===== src/rtl/tree_reduction_sequencer_if.sv =====
// Chunk-in / scalar-out bundle for tree_reduction_sequencer.
//
// Handshake rules, identical on both channels:
//   A transfer happens on a rising clock edge where valid && ready are both
//   high. The source holds its payload stable while valid is high and ready
//   is low. Ready does not depend combinationally on valid.
//
// Signals
//   cfg_chunks : chunk count for the next reduction (read on its first chunk)
//   in_valid   : chunk lanes on in_data are valid
//   in_ready   : sequencer can take a chunk
//   in_data    : INPUTS_AMOUNT lanes of P bits, lane i at in_data[i]
//   out_valid  : out_sum / out_ovf hold a finished result
//   out_ready  : consumer takes the result
//   out_sum    : signed reduction result (wraps modulo 2^P)
//   out_ovf    : sticky signed overflow of the accumulator adds
//   busy       : a reduction is in progress or its result is pending
//   dbg_state  : raw FSM state, for observation only
interface tree_reduction_sequencer_if #(
  parameter int INPUTS_AMOUNT = 8,
  parameter int P             = 16,
  parameter int CW            = 5
);
  logic [CW-1:0]                  cfg_chunks;
  logic                           in_valid;
  logic                           in_ready;
  logic [INPUTS_AMOUNT-1:0][P-1:0] in_data;
  logic                           out_valid;
  logic                           out_ready;
  logic signed [P-1:0]            out_sum;
  logic                           out_ovf;
  logic                           busy;
  logic [1:0]                     dbg_state;

  // Producer/consumer side.
  modport master (
    output cfg_chunks, in_valid, in_data, out_ready,
    input  in_ready, out_valid, out_sum, out_ovf, busy, dbg_state
  );

  // Sequencer side.
  modport slave (
    input  cfg_chunks, in_valid, in_data, out_ready,
    output in_ready, out_valid, out_sum, out_ovf, busy, dbg_state
  );
endinterface


===== src/rtl/tree_reduction_sequencer.sv =====
// Reduces a vector delivered as a stream of INPUTS_AMOUNT-lane chunks to one
// signed P-bit scalar. Each chunk goes through a combinational binary tree
// adder; chunk sums are accumulated in a register with a sticky signed
// overflow flag. The scalar is offered on a valid/ready output.
//
// Ports
//   clk : rising-edge clock
//   rst : synchronous active-high reset, wins over any handshake
//   bus : tree_reduction_sequencer_if.slave (chunk input, result output)

// Combinational wrap-around sum of N lanes, paired level by level.
module binary_tree_adder #(
  parameter int N = 8,
  parameter int P = 16
) (
  input  logic [N-1:0][P-1:0] lanes_i,
  output logic [P-1:0]        sum_o
);
  logic [P-1:0] node [N];

  // In-place pairing: at width w, node[i] <= node[2i] + node[2i+1]. Every
  // write index i is at or below the indices already read in that level.
  always_comb begin
    for (int i = 0; i < N; i++) node[i] = lanes_i[i];
    for (int w = N / 2; w >= 1; w = w / 2) begin
      for (int i = 0; i < w; i++) node[i] = node[2*i] + node[2*i+1];
    end
    sum_o = node[0];
  end
endmodule

module tree_reduction_sequencer #(
  parameter  int INPUTS_AMOUNT = 8,
  parameter  int P             = 16,
  parameter  int MAX_CHUNKS    = 16,
  localparam int CW            = $clog2(MAX_CHUNKS + 1)
) (
  input logic                      clk,
  input logic                      rst,
  tree_reduction_sequencer_if.slave bus
);
  if ((INPUTS_AMOUNT < 1) || ((INPUTS_AMOUNT & (INPUTS_AMOUNT - 1)) != 0)) begin : g_bad_lanes
    $fatal(1, "INPUTS_AMOUNT must be a power of 2");
  end
  if (MAX_CHUNKS < 1) begin : g_bad_max
    $fatal(1, "MAX_CHUNKS must be at least 1");
  end

  typedef enum logic [1:0] {
    S_IDLE  = 2'd0,
    S_ACCUM = 2'd1,
    S_DONE  = 2'd2
  } state_e;

  state_e              state_q;
  logic [CW-1:0]       cnt_q;
  logic [CW-1:0]       tgt_q;
  logic signed [P-1:0] acc_q;
  logic                ovf_q;
  logic                in_ready_q;
  logic                out_valid_q;
  logic                busy_q;

  logic [P-1:0]        tsum;
  logic signed [P-1:0] sum_d;
  logic                add_ovf_d;
  logic [CW-1:0]       tgt_d;
  logic [CW-1:0]       cnt_d;

  binary_tree_adder #(.N(INPUTS_AMOUNT), .P(P)) u_tree (
    .lanes_i (bus.in_data),
    .sum_o   (tsum)
  );

  always_comb begin
    sum_d = acc_q + $signed(tsum);
    // Signed overflow: operands agree in sign, result does not.
    add_ovf_d = (acc_q[P-1] == tsum[P-1]) && (sum_d[P-1] != acc_q[P-1]);
    cnt_d = cnt_q + CW'(1);
    // Zero chunks means one; anything beyond capacity is clamped.
    if (bus.cfg_chunks == '0)                    tgt_d = CW'(1);
    else if (bus.cfg_chunks > CW'(MAX_CHUNKS))   tgt_d = CW'(MAX_CHUNKS);
    else                                         tgt_d = bus.cfg_chunks;
  end

  // Control outputs are registered alongside the state so no input reaches
  // an output port combinationally.
  always_ff @(posedge clk) begin
    if (rst) begin
      state_q     <= S_IDLE;
      cnt_q       <= '0;
      tgt_q       <= '0;
      acc_q       <= '0;
      ovf_q       <= 1'b0;
      in_ready_q  <= 1'b1;
      out_valid_q <= 1'b0;
      busy_q      <= 1'b0;
    end else begin
      case (state_q)
        S_IDLE: begin
          if (bus.in_valid) begin
            tgt_q  <= tgt_d;
            acc_q  <= $signed(tsum);
            cnt_q  <= CW'(1);
            ovf_q  <= 1'b0;
            busy_q <= 1'b1;
            if (tgt_d == CW'(1)) begin
              state_q     <= S_DONE;
              in_ready_q  <= 1'b0;
              out_valid_q <= 1'b1;
            end else begin
              state_q <= S_ACCUM;
            end
          end
        end
        S_ACCUM: begin
          if (bus.in_valid) begin
            acc_q <= sum_d;
            ovf_q <= ovf_q | add_ovf_d;
            cnt_q <= cnt_d;
            if (cnt_d == tgt_q) begin
              state_q     <= S_DONE;
              in_ready_q  <= 1'b0;
              out_valid_q <= 1'b1;
            end
          end
        end
        S_DONE: begin
          if (bus.out_ready) begin
            state_q     <= S_IDLE;
            cnt_q       <= '0;
            in_ready_q  <= 1'b1;
            out_valid_q <= 1'b0;
            busy_q      <= 1'b0;
          end
        end
        default: begin
          state_q     <= S_IDLE;
          cnt_q       <= '0;
          in_ready_q  <= 1'b1;
          out_valid_q <= 1'b0;
          busy_q      <= 1'b0;
        end
      endcase
    end
  end

  assign bus.in_ready  = in_ready_q;
  assign bus.out_valid = out_valid_q;
  assign bus.out_sum   = acc_q;
  assign bus.out_ovf   = ovf_q;
  assign bus.busy      = busy_q;
  assign bus.dbg_state = state_q;
endmodule

===== src/flat_wrapper.sv =====
// flat-port wrapper written by rule: the top's interface ports become plain ports
module tree_reduction_sequencer_flat 
#(
  parameter  int INPUTS_AMOUNT = 8,
  parameter  int P             = 16,
  parameter  int MAX_CHUNKS    = 16,
  localparam int CW            = $clog2(MAX_CHUNKS + 1)
)
  (clk, rst, bus_cfg_chunks, bus_in_valid, bus_in_data, bus_out_ready, bus_in_ready, bus_out_valid, bus_out_sum, bus_out_ovf, bus_busy, bus_dbg_state);
  tree_reduction_sequencer_if #(.INPUTS_AMOUNT(INPUTS_AMOUNT), .P(P)) bus_i ();
  input logic clk;
  input logic rst;
  input wire logic [$bits(bus_i.cfg_chunks)-1:0] bus_cfg_chunks;
  input wire logic [$bits(bus_i.in_valid)-1:0] bus_in_valid;
  input wire logic [$bits(bus_i.in_data)-1:0] bus_in_data;
  input wire logic [$bits(bus_i.out_ready)-1:0] bus_out_ready;
  output wire logic [$bits(bus_i.in_ready)-1:0] bus_in_ready;
  output wire logic [$bits(bus_i.out_valid)-1:0] bus_out_valid;
  output wire logic [$bits(bus_i.out_sum)-1:0] bus_out_sum;
  output wire logic [$bits(bus_i.out_ovf)-1:0] bus_out_ovf;
  output wire logic [$bits(bus_i.busy)-1:0] bus_busy;
  output wire logic [$bits(bus_i.dbg_state)-1:0] bus_dbg_state;
  assign bus_i.cfg_chunks = bus_cfg_chunks;
  assign bus_i.in_valid = bus_in_valid;
  assign bus_i.in_data = bus_in_data;
  assign bus_i.out_ready = bus_out_ready;
  assign bus_in_ready = bus_i.in_ready;
  assign bus_out_valid = bus_i.out_valid;
  assign bus_out_sum = bus_i.out_sum;
  assign bus_out_ovf = bus_i.out_ovf;
  assign bus_busy = bus_i.busy;
  assign bus_dbg_state = bus_i.dbg_state;
  tree_reduction_sequencer #(.INPUTS_AMOUNT(INPUTS_AMOUNT), .P(P), .MAX_CHUNKS(MAX_CHUNKS)) u_core (.clk(clk), .rst(rst), .bus(bus_i));
endmodule

===== config.mk =====
export PLATFORM = sky130hd
export DESIGN_NAME = tree_reduction_sequencer_flat
export DESIGN_NICKNAME = d
export VERILOG_FILES = /design/src/rtl/tree_reduction_sequencer_if.sv /design/src/rtl/tree_reduction_sequencer.sv /design/src/flat_wrapper.sv
export SDC_FILE = /design/constraint.sdc
export NUM_CORES = 1
export LEC_CHECK = 0
export ABC_AREA = 0
export ABC_CLOCK_PERIOD_IN_PS = 11000
export BUFFER_PORTS_ARGS = -buffer_cell sky130_fd_sc_hd__buf_2
export CORE_MARGIN = 2
export CORE_UTILIZATION = 58
export DETAILED_ROUTE_END_ITERATION = 8
export GPL_ROUTABILITY_DRIVEN = 0
export PLACE_DENSITY = 0.89
export SYNTH_ARGS = -nofsm -noshare
export SYNTH_HDL_FRONTEND = slang
export SYNTH_SLANG_ARGS = --single-unit

===== constraint.sdc =====
create_clock -name clk -period 11 [get_ports clk]
set_input_delay 0 -clock clk [delete_from_list [all_inputs] [get_ports clk]]
set_output_delay 0 -clock clk [all_outputs]
set_load 0.02 [all_outputs]

==> results by group <==
Outcome
  • Status: finished, final reports clean

Floorplan
  • I/O pin cnt: 159
  • Die ar.: 9650 sq um
  • Row count: 34
  • Die X: ~100 um
  • Die Y: 98.2 um
  • CORE AREA: 8680 sq um
  • Starting Density: between 50% and 60%

Placed design
  • Dpl hpwl: 9.98 mm
  • Placed inst area: 6040 sq um
  • Port bufs: roughly 160

Global routing
  • Vias in the first global route: around 4700
  • First-pass GRT wire length: about 19 mm
  • Pin count of the biggest net entering global routing: 33
  • Initial antenna violation count: 0
  • GRT Total Usage: 23.7%
  • Overflow after GRT: 0

Drt
  • Routed wl met2: approximately 6.3 mm
  • Total number of vias: between 4000 and 5000
  • Post-DR vias/cell: slightly above 5
  • WL final: approximately 11 mm
  • Remaining DRCs: 0
  • Drt wl/cell: approximately 13 um
  • Post-DRT Antenna Nets: 0
  • First-pass DRT Iterations: 6
  • DRT iter0 DRCs: between 150 and 200
  • Metal-1 WL: about 4.1 mm
  • Max layer used: met4
  • Metal3 WL: between 600 and 700 um

Setup path
  • Max stage delay on crit path: 0.55 ns
  • Critical path capture point type: flop
  • CP Max Fanout: 3
  • Levels on crit path: 25
  • Critical Path RT: roughly 11 ns
  • CP Buf/Inv Count: 7
  • Delay-heaviest family, CP: adder cells
  • Reg-to-Reg End: u_core.bus.out_sum[14]
  • CP startpoint: bus_in_data[50]
  • Crit path DAT: approximately 5.5 ns
  • Most frequent CP cell: inv_1
  • Worst r2r src: u_core.bus.out_sum[0]
  • CP endpoint: u_core.bus.out_sum[14]
  • WS Path Type: primary input to flop
  • Reg2reg setup slack: approximately 8.4 ns
  • Crit start category: primary input
  • Worst r2r path cells: 10
  • Critical path's slowest cell: fa_1

Logic synthesis
  • Mapped Avg Cell Area: about 8.6 sq um
  • Synth Instances: approximately 600
  • Synth Area in Compound Gates: between 10% and 20%
  • Cell area after synthesis: 5150 sq um
  • Syn_nets: 855
  • Register area share after synthesis: approximately 12%
  • Post-synthesis xor/xnor area fraction: 6.78%
  • Cell with the most instances after synthesis: inv_1
  • Post-synth top area share: 34.2%
  • Area leader, netlist: fa_1
  • Synth Register Bits: 32
  • Synth warn: 0
  • Post-synth top cells: 168 x inv_1, 88 x fa_1, 34 x nor2_1
  • EDFF count, synth: 0
  • Top_reg_cell synth: dfxtp_1
  • Post-synthesis mux area share: 0.972%
  • Largest cells by area after synthesis: fa_1 34%, dfxtp_1 12%, inv_1 12%
  • Post-synth ARST share: 0%
  • Simple-gate portion of the synthesized area: approximately a tenth
  • Main combinational cell family by area after synthesis: adder cells
  • Count of cell types in the netlist: 55
  • Synth Area in Adders: between 40% and 50%

Finish
  • Antenna cell count: 0
  • Final instance area: approximately 6100 sq um
  • Area Overhead vs Synth: 19.2%
  • Share of cells above drive strength 1: 24.0%
  • Nets: about 1000
  • Fill count: 651

Min path
  • Worst min-delay path category: primary input to flop
  • WHS Path Cells: 3

Timing
  • RSZ-0062 raised after global routing: false
  • Final Cycle Share: between 40% and 50%
  • Hold violation count in the final report: 0
  • Worst Max-Slew Pin Slew: around 0.93 ns
  • Layout Skew: ~0.010 ns
  • TNS Setup: 0 ns
  • Min Clock Period, post-route: 5.39 ns
  • Final setup fails: 0
  • Slew Limit Fails: 0
  • Fmax: around 0.19 GHz
  • Max-slew headroom: 38.1%

CTS
  • Max Buffers Root-to-Sink: 2
  • Worst-path clk slew: 0.07 ns
  • Root buffer selected by CTS: clkbuf_8
  • Post-CTS Resized: 0
  • Worst-Skew Late Latency: around 0.28 ns
  • Hold_buf cts: 0
  • CTS tree: yes
  • CTS buffer count: 5
  • Setup Fix Bufs, Post-CTS: 0
  • H-tree levels: 2
  • CTS sink cnt: 32

Job
  • Max_cap viols: 0
## worst min-delay path by stage
| stage | from | end | slack (ns) |
|---|---|---|---|
| 6_report | bus_cfg_chunks[2] | u_core.tgt_q[2] | 0.02 |
| 5_1_grt | bus_cfg_chunks[2] | u_core.tgt_q[2] | 0.03 |
| 4_1_cts | bus_cfg_chunks[2] | u_core.tgt_q[2] | 0.01 |
| 3_5_place_dp | bus_cfg_chunks[3] | u_core.tgt_q[3] | 0.30 |
| 3_3_place_gp | bus_cfg_chunks[4] | u_core.tgt_q[4] | 0.28 |
| 2_1_floorplan | rst | u_core.bus.dbg_state[1] | 0.08 |
## placed cells by master (no fill, tap or decap), drive strengths merged, types with 2 or more instances in the layout
cell type,instances
nor4,3
a21o,10
a211oi,16
buf,159
nor3,12
nor2b,4
and3,2
a22oi,4
ha,32
a31oi,4
o21ai,21
nand3,9
nand2,32
dfxtp,32
clkbuf,7
xor2,7
fa,88
a21oi,35
inv,168
o211ai,3
o21bai,3
nand3b,4
o21a,2
xnor2,32
a31o,2
a311oi,2
or3,3
nor2,34
mux2i,5
## layer usage
layer	up-vias	track usage, %
met2	146	46.6
li1	2175	-
met4	0	5.90
met1	2134	26.2
met3	22	4.01
met5	-	0
## area by class of cell
class	instances	area (sq um)	area share [%]
clock buffer	7	96.3	1.57
inverter	168	631	10.3
multi-input combinational	387	3840	62.5
sequential	32	641	10.4
tap	108	135	2.20
timing repair buffer	159	798	13.0
## worst reg2reg max path: cells and delay by family, from the launching register on
kind	cells	cell delay (ns)
AOI/OAI and AO/OA	6	1.18
adders and majority gates	2	0.69
DFF	1	0.33
and+or+nand+nor	2	0.23
## metrics by stage
stage	cells	hold slack, ns	worst slack, ns	utilization [%]
6_report	861	0.0171	5.61	70.7
5_1_grt	861	0.0264	5.28	70.7
4_1_cts	861	0.0117	5.66	70.7
3_5_place_dp	854	0.299	5.40	69.6
3_3_place_gp	854	0.282	5.58	69.6
2_1_floorplan	598	0.0831	5.91	-
## kinds of logic after synthesis
group / Yosys count
muxes: 5
buffers and inverters: 179
xor gates and xnor gates: 39
and+or+nand+nor: 109
adders and majority gates: 120
AOI/OAI and AO/OA: 114
DFF: 32
## registers in the layout (all words and copies together) (netlist names)
name / count
u_core.bus.busy: 1
u_core.bus.dbg_state: 2
u_core.bus.in_ready: 1
u_core.bus.out_ovf: 1
u_core.bus.out_sum: 16
u_core.bus.out_valid: 1
u_core.cnt_q: 5
u_core.tgt_q: 5
Power is not shown: default switching activity piles up to over one toggle a cycle in this logic, so the estimate is an artifact.
